<file path="config.mk">
export PLATFORM = sky130hd
export DESIGN_NAME = fir_tap_mac_flat
export DESIGN_NICKNAME = d
export VERILOG_FILES = /design/src/rtl/eq_pkg.sv /design/src/rtl/fir_tap_mac_if.sv /design/src/rtl/sample_ring_buffer.sv /design/src/rtl/fir_tap_mac.sv /design/src/flat_wrapper.sv
export SDC_FILE = /design/constraint.sdc
export NUM_CORES = 2
export LEC_CHECK = 0
export CAP_MARGIN = 20
export CORE_MARGIN = 10
export CORE_UTILIZATION = 40
export DETAILED_ROUTE_END_ITERATION = 10
export SYNTH_ARGS = -nofsm -noshare
export SYNTH_HDL_FRONTEND = slang
export SYNTH_SLANG_ARGS = --single-unit
</file>
<file path="constraint.sdc">
create_clock -name clk -period 16.9 [get_ports clk]
set_input_delay 1.69 -clock clk [delete_from_list [all_inputs] [get_ports clk]]
set_output_delay 1.69 -clock clk [all_outputs]
set_load 0.05 [all_outputs]
</file>
<file path="src/rtl/eq_pkg.sv">
// Shared widths, types and Q15 arithmetic constants for the equalizer band FIR datapath.
package eq_pkg;
  localparam int DATA_WIDTH  = 16;
  localparam int COEFF_WIDTH = 16;
  localparam int ACC_WIDTH   = 40;
  localparam int TAP_COUNT   = 64;
  localparam int TAP_BITS    = 6;
  localparam int PROD_WIDTH  = DATA_WIDTH + COEFF_WIDTH;
  localparam int Q15_SHIFT   = 15;

  typedef logic signed [DATA_WIDTH-1:0]  sample_t;
  typedef logic signed [COEFF_WIDTH-1:0] coeff_t;
  typedef logic signed [PROD_WIDTH-1:0]  prod_t;
  typedef logic signed [ACC_WIDTH-1:0]   acc_t;
  typedef logic [TAP_BITS-1:0]           tap_t;

  localparam acc_t ROUND_CONST = acc_t'(64'sd1 <<< (Q15_SHIFT - 1));
  localparam acc_t SAT_MAX     = acc_t'((64'sd1 <<< (DATA_WIDTH - 1)) - 64'sd1);
  localparam acc_t SAT_MIN     = -SAT_MAX - acc_t'(1);

  typedef enum logic [1:0] {
    TAP_IDLE,
    TAP_FIRST,
    TAP_MID,
    TAP_LAST
  } tap_op_e;

  // Round half-up back to Q15 and clamp into the output sample range.
  function automatic sample_t round_sat(input acc_t value);
    acc_t scaled;
    scaled = (value + ROUND_CONST) >>> Q15_SHIFT;
    if (scaled > SAT_MAX) begin
      round_sat = SAT_MAX[DATA_WIDTH-1:0];
    end else if (scaled < SAT_MIN) begin
      round_sat = SAT_MIN[DATA_WIDTH-1:0];
    end else begin
      round_sat = scaled[DATA_WIDTH-1:0];
    end
  endfunction
endpackage

</file>
<file path="src/rtl/fir_tap_mac_if.sv">
// Tap-sequencer, coefficient ROM and output bundle of one FIR band MAC.
interface fir_tap_mac_if;
  import eq_pkg::*;

  logic    clk_enable;
  tap_t    current_count;
  logic    phase_0;
  logic    phase_63;
  sample_t sample_in;
  tap_t    coeff_addr;
  coeff_t  coeff_in;
  sample_t filter_out;
  logic    out_valid;

  modport master (
    output clk_enable, current_count, phase_0, phase_63, sample_in, coeff_in,
    input  coeff_addr, filter_out, out_valid
  );

  modport slave (
    input  clk_enable, current_count, phase_0, phase_63, sample_in, coeff_in,
    output coeff_addr, filter_out, out_valid
  );
endinterface

</file>
<file path="src/rtl/sample_ring_buffer.sv">
// 64-entry sample history: written at frame start, pointer advanced at frame end.
module sample_ring_buffer
  import eq_pkg::*;
(
  input  logic    clk,
  input  logic    reset,
  input  logic    clk_enable,
  input  logic    phase_0,
  input  logic    phase_63,
  input  sample_t wr_data,
  input  tap_t    rd_tap,
  output sample_t rd_data
);

  sample_t slot_q [TAP_COUNT];
  sample_t slot_d [TAP_COUNT];
  tap_t    wr_ptr_q;
  tap_t    wr_ptr_d;
  tap_t    rd_idx;

  always_comb begin
    slot_d   = slot_q;
    wr_ptr_d = wr_ptr_q;
    if (clk_enable && phase_0) begin
      slot_d[wr_ptr_q] = wr_data;
    end
    if (clk_enable && phase_63) begin
      wr_ptr_d = wr_ptr_q + tap_t'(1);
    end
  end

  // 6-bit subtraction gives the mod-64 wrap for free.
  assign rd_idx  = wr_ptr_q - rd_tap;
  assign rd_data = slot_q[rd_idx];

  always_ff @(posedge clk) begin
    if (reset) begin
      slot_q   <= '{default: '0};
      wr_ptr_q <= '0;
    end else begin
      slot_q   <= slot_d;
      wr_ptr_q <= wr_ptr_d;
    end
  end

endmodule

</file>
<file path="src/rtl/fir_tap_mac.sv">
// Time-multiplexed 64-tap FIR MAC: one tap per enabled clock, one saturated Q15 sample per frame.
module fir_tap_mac
  import eq_pkg::*;
(
  input logic          clk,
  input logic          reset,
  fir_tap_mac_if.slave bus
);

  sample_t ring_data;
  sample_t tap_x;
  prod_t   prod_full;
  acc_t    product;
  acc_t    final_sum;
  acc_t    acc_q, acc_d;
  sample_t filter_out_q, filter_out_d;
  logic    out_valid_q, out_valid_d;
  logic    started_q, started_d;
  tap_op_e tap_op;

  sample_ring_buffer u_ring (
    .clk        (clk),
    .reset      (reset),
    .clk_enable (bus.clk_enable),
    .phase_0    (bus.phase_0),
    .phase_63   (bus.phase_63),
    .wr_data    (bus.sample_in),
    .rd_tap     (bus.current_count),
    .rd_data    (ring_data)
  );

  assign bus.coeff_addr = bus.current_count;

  // Tap 0 is the sample arriving this frame, so it bypasses the history.
  assign tap_x     = (bus.current_count == '0) ? bus.sample_in : ring_data;
  assign prod_full = tap_x * bus.coeff_in;
  assign product   = acc_t'(prod_full);

  always_comb begin
    tap_op = TAP_IDLE;
    if (bus.clk_enable) begin
      if (bus.phase_0) begin
        tap_op = TAP_FIRST;
      end else if (bus.phase_63) begin
        tap_op = TAP_LAST;
      end else begin
        tap_op = TAP_MID;
      end
    end
  end

  always_comb begin
    final_sum    = acc_q + product;
    acc_d        = acc_q;
    started_d    = started_q;
    filter_out_d = filter_out_q;
    out_valid_d  = 1'b0;
    case (tap_op)
      TAP_FIRST: begin
        acc_d     = product;
        started_d = 1'b1;
      end
      TAP_MID: begin
        acc_d = final_sum;
      end
      TAP_LAST: begin
        acc_d        = final_sum;
        filter_out_d = round_sat(final_sum);
        out_valid_d  = started_q;
      end
      default: begin
      end
    endcase
  end

  always_ff @(posedge clk) begin
    if (reset) begin
      acc_q        <= '0;
      started_q    <= 1'b0;
      filter_out_q <= '0;
      out_valid_q  <= 1'b0;
    end else begin
      acc_q        <= acc_d;
      started_q    <= started_d;
      filter_out_q <= filter_out_d;
      out_valid_q  <= out_valid_d;
    end
  end

  assign bus.filter_out = filter_out_q;
  assign bus.out_valid  = out_valid_q;

endmodule

</file>
<file path="src/flat_wrapper.sv">
// flat-port wrapper written by rule: the top's interface ports become plain ports
module fir_tap_mac_flat import eq_pkg::*;
  (clk, reset, bus_clk_enable, bus_current_count, bus_phase_0, bus_phase_63, bus_sample_in, bus_coeff_in, bus_coeff_addr, bus_filter_out, bus_out_valid);
  fir_tap_mac_if bus_i ();
  input logic clk;
  input logic reset;
  input wire logic [$bits(bus_i.clk_enable)-1:0] bus_clk_enable;
  input wire logic [$bits(bus_i.current_count)-1:0] bus_current_count;
  input wire logic [$bits(bus_i.phase_0)-1:0] bus_phase_0;
  input wire logic [$bits(bus_i.phase_63)-1:0] bus_phase_63;
  input wire logic [$bits(bus_i.sample_in)-1:0] bus_sample_in;
  input wire logic [$bits(bus_i.coeff_in)-1:0] bus_coeff_in;
  output wire logic [$bits(bus_i.coeff_addr)-1:0] bus_coeff_addr;
  output wire logic [$bits(bus_i.filter_out)-1:0] bus_filter_out;
  output wire logic [$bits(bus_i.out_valid)-1:0] bus_out_valid;
  assign bus_i.clk_enable = bus_clk_enable;
  assign bus_i.current_count = bus_current_count;
  assign bus_i.phase_0 = bus_phase_0;
  assign bus_i.phase_63 = bus_phase_63;
  assign bus_i.sample_in = bus_sample_in;
  assign bus_i.coeff_in = bus_coeff_in;
  assign bus_coeff_addr = bus_i.coeff_addr;
  assign bus_filter_out = bus_i.filter_out;
  assign bus_out_valid = bus_i.out_valid;
  fir_tap_mac u_core (.clk(clk), .reset(reset), .bus(bus_i));
endmodule
</file>
Yosys cells after proc, flatten, opt, wreduce, memory -nomap -nowiden
Cells that the tools add are included.
{"block": "word_totals", "word_cells": 105, "output_inout_bits": 23, "ff_bits": 1088, "in_bits": 43}
{"block": "classes", "mux": 13, "mul": 1, "eq_ne": 3, "n_lt_le_gt_ge": 5, "n_reduce_logical": 7, "add_sub_neg": 4, "bitwise": 3}
{"cell": "bitwise mux 1024 bit", "count": 1}
{"cell": "binary-select mux 16 bit (select 6 bit)", "count": 1}
{"cell": "demux 16 bit (select 6 bit)", "count": 1}
{"cell": "two-way mux 16 bit", "count": 6}
{"cell": "one-hot mux 40 bit (2 select lines)", "count": 1}
{"cell": "adder 40 x 16 -> 40 bit, second input constant", "count": 1}
{"cell": "adder 40 x 32 -> 40 bit", "count": 1}
{"cell": "multiplier 16 x 16 -> 32 bit", "count": 1}
{"cell": "greater-than comparator 25 x 16 -> 1 bit, second input constant", "count": 1}
{"cell": "< comparator 25 x 16 -> 1 bit, second input constant", "count": 1}
{"cell": "greater-or-equal comparator 7 bit, second input constant", "count": 2}
{"cell": "NOT 6 -> 7 bit", "count": 2}
{"cell": "< comparator 7 x 1 -> 1 bit, second input constant", "count": 1}
{"cell": "adder 6 x 1 -> 6 bit, second input constant", "count": 1}
{"cell": "logical NOT 6 bit", "count": 1}
{"cell": "subtractor 6 bit", "count": 1}
{"cell": "equality test 2 bit, second input constant", "count": 2}
{"cell": "two-way mux 2 bit", "count": 2}
{"cell": "OR reduction 2 bit", "count": 2}
{"cell": "logical AND 1 bit", "count": 3}
{"cell": "equality test 2 x 1 -> 1 bit, second input constant", "count": 1}
{"cell": "nonzero test 2 bit", "count": 1}
{"cell": "two-way mux 1 bit", "count": 1}
{"cell": "NOT 1 bit", "count": 1}

Logic depth before layout (Yosys ltp)
{"block": "logic_depth", "ltp_word": 12, "mapped_depth": 54, "ltp_nobuf": 49}

Modules after synthesis
From an unflattened synthesis, not the netlist that was laid out.
{"block": "unflattened", "cells_unflattened": 7180, "area_unflattened_um2": 61172.4}
{"mod": "sample_ring_buffer", "seq_area_each_um2": 20619.8, "cells_each": 5263, "instances": 1, "area_each_um2": 45172.1}
{"mod": "fir_tap_mac", "seq_area_each_um2": 1161.1, "cells_each": 1917, "instances": 1, "area_each_um2": 16000.3}

Worst setup path after synthesis
Ideal clock, no wire load.
{"block": "synth_timing", "path_kind": "input -> register", "start": "input bus_current_count[0]", "end": "register u_core.filter_out_q[10] (netlist: u_core.bus.filter_out[10])", "path_buffers": 7, "path_stages": 48, "slack_ps": 3012, "setup_ps": 142, "required_ps": 16758, "t_arrival_ps": 13746, "path_cell_list": "ha_1 > fa_1 > buf_1 > buf_1 > clkbuf_1 > clkbuf_1 > mux4_2 > mux4_2 > nand2_1 > nand2_1 > o21ai_0 > o21ai_0 > and2_1 > fa_1 > inv_1 > fa_1 > fa_1 > fa_1 > [... 12 more ...] > a211oi_1 > inv_1 > ha_1 > clkbuf_1 > and2_1 > clkbuf_1 > nor4b_1 > a22oi_1 > nand4b_1 > a211o_1 > nand3_1 > or2_2 > nor4_4 > nand2b_1 > mux2_4 > o41ai_4 > buf_6 > a311oi_1"}
{"block": "synth_between", "elab_chain_cells": 12, "word_cells_on_any_way": 14, "classes_between": "add/sub (3); mul (1); order compare (2); mux (6); bitwise (1); reduce/logical (1)"}
{"item": "start, declared", "line_no": "flat_wrapper.sv:8", "source": "input wire logic [$bits(bus_i.current_count)-1:0] bus_current_count;"}
{"item": "subtractor 6 bit", "line_no": "sample_ring_buffer.sv:33", "source": "assign rd_idx = wr_ptr_q - rd_tap;"}
{"item": "NOT 6 -> 7 bit (not written as such)", "line_no": "sample_ring_buffer.sv:34", "source": "assign rd_data = slot_q[rd_idx];"}
{"item": "binary-select mux 16 bit (select 6 bit)", "line_no": "sample_ring_buffer.sv:34"}
{"item": "two-way mux 16 bit (not written as such) (2 in series)", "line_no": "sample_ring_buffer.sv:34"}
{"item": "two-way mux 16 bit (*)", "line_no": "fir_tap_mac.sv:35", "source": "assign tap_x = (bus.current_count == '0) ? bus.sample_in : ring_data;"}
{"item": "multiplier 16 x 16 -> 32 bit (*)", "line_no": "fir_tap_mac.sv:36", "source": "assign prod_full = tap_x * bus.coeff_in;"}
{"item": "adder 40 x 32 -> 40 bit (*)", "line_no": "fir_tap_mac.sv:53", "source": "final_sum = acc_q + product;"}
{"item": "adder 40 x 16 -> 40 bit (*)", "line_no": "eq_pkg.sv:31", "source": "scaled = (value + ROUND_CONST) >>> Q15_SHIFT;"}
{"item": "< comparator 25 x 16 -> 1 bit", "line_no": "eq_pkg.sv:34", "source": "end else if (scaled < SAT_MIN) begin"}
{"item": "two-way mux 16 bit", "line_no": "eq_pkg.sv:34"}
{"item": "two-way mux 16 bit (*)", "line_no": "eq_pkg.sv:32", "source": "if (scaled > SAT_MAX) begin"}
{"item": "end signal, assigned", "line_no": "fir_tap_mac.sv:85", "source": "filter_out_q <= filter_out_d;"}
{"item": "end, declared", "line_no": "fir_tap_mac.sv:16", "source": "sample_t filter_out_q, filter_out_d;"}
Mark *: on every way between the ends. The rest lies on a longest branch, timed or not. The select of a mux whose other input is x is not followed.
A chain may end at the register's enable or synchronous reset.

Final worst setup path
{"block": "layout_timing", "start": "input bus_current_count[0]", "end": "register u_core.filter_out_q[5] (netlist: u_core.bus.filter_out[5])"}
Same word-level chain as after synthesis.

==> flow_summary.toml <==
[synthesis]
synth_fp_nets = 7482
synthDominantCellAreaShare_pct = 36.35
syn_avg_cell_area_um2 = 8.506
yosys_most_used_dff = "dfxtp_1"
ys_ff_latch = 1088
syn_inst = 7045
synthTopCellsByArea = "dfxtp_1 (36%), nand2_1 (14%), mux4_2 (12%), a21oi_1 (9.2%), fa_1 (8.8%)"
yosysSeqAreaShare_pct = 36.35
synth_edf_count = 0
async_flop_share_pct = 0
ys_types = 91
syn_area_um2 = 59920
synth_top_cell_by_area = "dfxtp_1"
ys_warn_count = 0

[die]
die_w_um = 407.1
rows = 141
coreArea_um2 = 148400
io_pins = 66
initial_utilization_pct = 40.39
die_y_um = 407.1
die_area_um2 = 165700

[sta]
hold_viol = 0
period_share_pct = 91.86
rsz0062_at_grt = "no"
tightest_slew_ns = 1.277
finalClockSkew_ns = 0.08903
fin_tns_setup_ns = 0
setup-violations-final = 0
drv_slew = 0
maxSlewHeadroom_pct = 14.57
max_freq_mhz = 64.42
post-route-min-period_ns = 15.52

[worst_setup_path]
critPathRequiredTime_ns = 17.47
cp_max_fo = 23
end_kind = "flip-flop"
critical_path.max_stage_delay_ns = 1.01
critical_path_arrival_ns = 16.09
worstSetupStartpointType = "input pin"
crit_top_cell = "fa_1"
slowest_stage = "fa_4"
critPathKind = "input pin to flip-flop"

[grt]
grt_pass1_vias = 48110
gr-total-overflow = 0
gr-usage-all-layers_pct = 23.13
grt_max_degree = 191
grt_pass1_wl_mm = 299.3
antenna_found_initial = 6

[clock_tree]
numCtsBuffers = 115
cts-resized-gates = 0
cts.htree.levels = 3
holdBufCountCts = 0
clkLatencyLatePin_ns = 0.77
clkSinkCount = 1088
cts_root_buf = "clkbuf_16"
cts_tree = "yes"
post_cts_buffers = 0
clock_path_buffers = 3
clk_pin_slew_ns = 0.07

[routing]
drt_iter0_drc = 5512
via_per_inst = 5.638
wire_per_inst_um = 22.08
num_vias = 50350
drt-total-wl_mm = 197.1
drc = 0
ant_nets = 0
dr.pass1.iters = 8

[final_layout]
final_common_cell = "nand2_1"
area.growth.synth_to_final_pct = 10.38
final_layout_size_suffix_gt1_share_pct = 10.63
layout.nets = 7269
layout_common_cells = "nand2_1 (2215), a21oi_1 (1097), dfxtp_1 (1088)"

[status]
status = "finished, final reports clean"

[hold_path]
hp-class = "flip-flop to flip-flop"

[placement]
io_buffers = 65
gp_congestion = 0.8967
hpwl_mm = 127.9

[job]
cap_viol_max_count = 0
[Yosys cell counts (7+ instances only)]
cell and instances:
ha_1 130, mux2i_1 50, nand2b_1 82, xnor2_1 61, and3_1 27, or3_1 12
clkbuf_1 466, o21bai_1 10, nor2b_1 117, a21o_1 24, fa_1 264, or2_2 7
o21ai_1 10, nand3_1 34, o211ai_1 11, a311oi_1 15, nor4_1 9, a21oi_1 1097
buf_1 25, inv_1 323, a31oi_1 9, nand2_1 2215, o21a_1 16, xor2_1 21
o21ai_0 58, dfxtp_1 1088, mux4_2 320, and2_1 52, a211oi_1 50, nor3_1 49
nor2_1 234, and4_1 12, nand4_1 13, buf_4 8, buf_2 26
[critical path: cells and delay by family]
kind / cells / cell delay [ns]
buf+inv: 7 / 1.24
simple gates: 6 / 1.20
xor+xnor: 1 / 0.21
mux: 3 / 1.19
compound gates: 15 / 5.49
fa+ha+maj: 10 / 5.01
[worst paths after layout]
check | from | endpoint | slack (ns) | cells after the start
worst max-delay path | bus_current_count[0] | u_core.bus.filter_out[5]$_SDFFE_PP0N_ | 1.38 | 42
worst min register to register | u_core.u_ring.slot_q[175]$_SDFFE_PP0P_ | u_core.u_ring.slot_q[175]$_SDFFE_PP0P_ | 0.45 | 2
worst min-delay path | u_core.u_ring.slot_q[175]$_SDFFE_PP0P_ | u_core.u_ring.slot_q[175]$_SDFFE_PP0P_ | 0.45 | 2
worst max register to register | u_core.u_ring.wr_ptr_q[1]$_SDFFE_PP0P_ | u_core.bus.filter_out[5]$_SDFFE_PP0N_ | 1.61 | 41
[sequential cells by signal, indices dropped and copies added, names as in the netlist]
name,count
u_core.acc_q,40
u_core.bus.filter_out,16
u_core.bus.out_valid,1
u_core.started_q,1
u_core.u_ring.slot_q,1024
u_core.u_ring.wr_ptr_q,6
[cell type report]
cell class / count / area [um2]
Fill cell: 14340 / 82230
Timing Repair Buffer: 198 / 1724
Sequential cell: 1088 / 21780
Inverter: 324 / 1216
Tap cell: 2002 / 2505
Clock buffer: 167 / 3314
Multi-Input combinational cell: 5105 / 35040
Clock inverter: 42 / 548.0
Antenna cell: 4 / 10.01
[per-stage QoR]
stage	cell area, um2	hold slack, ns	util [%]	std cells	worst slack [ns]
3_5_place_dp	62220	0.4431	41.94	8712	0.8342
3_3_place_gp	62210	0.4378	41.93	8710	1.108
5_1_grt	66130	0.4672	44.57	8926	0.6411
2_1_floorplan	59930	0.4286	-	7045	3.012
4_1_cts	66080	0.4513	44.54	8921	1.568
6_report	66140	0.4508	44.58	8930	1.376
[layer usage]
metal  vias up  global-route usage (%)  wire, um  share of wire, %
met5         -                       0        25             0.013
met4         4                   9.048      8249               4.2
met3       412                   4.189     16580               8.4
met2      2126                   37.25     90690                46
met1     24780                   30.74     81600                41
li1      23020                       -         -                 -
[logic make-up after synthesis]
kind of cell / Yosys count / share of synthesized area [%]
AO/OA/AOI/OAI: 1362 / 12.44
XOR/XNOR: 82 / 1.198
adder cells (fa/ha/maj): 394 / 11.53
buffers and inverters: 852 / 5.468
flip-flops: 1088 / 36.35
multiplexers: 376 / 12.98
AND/OR/NAND/NOR: 2891 / 20.04
Power is not shown: default switching activity piles up to over one toggle a cycle in this logic, so the estimate is an artifact.
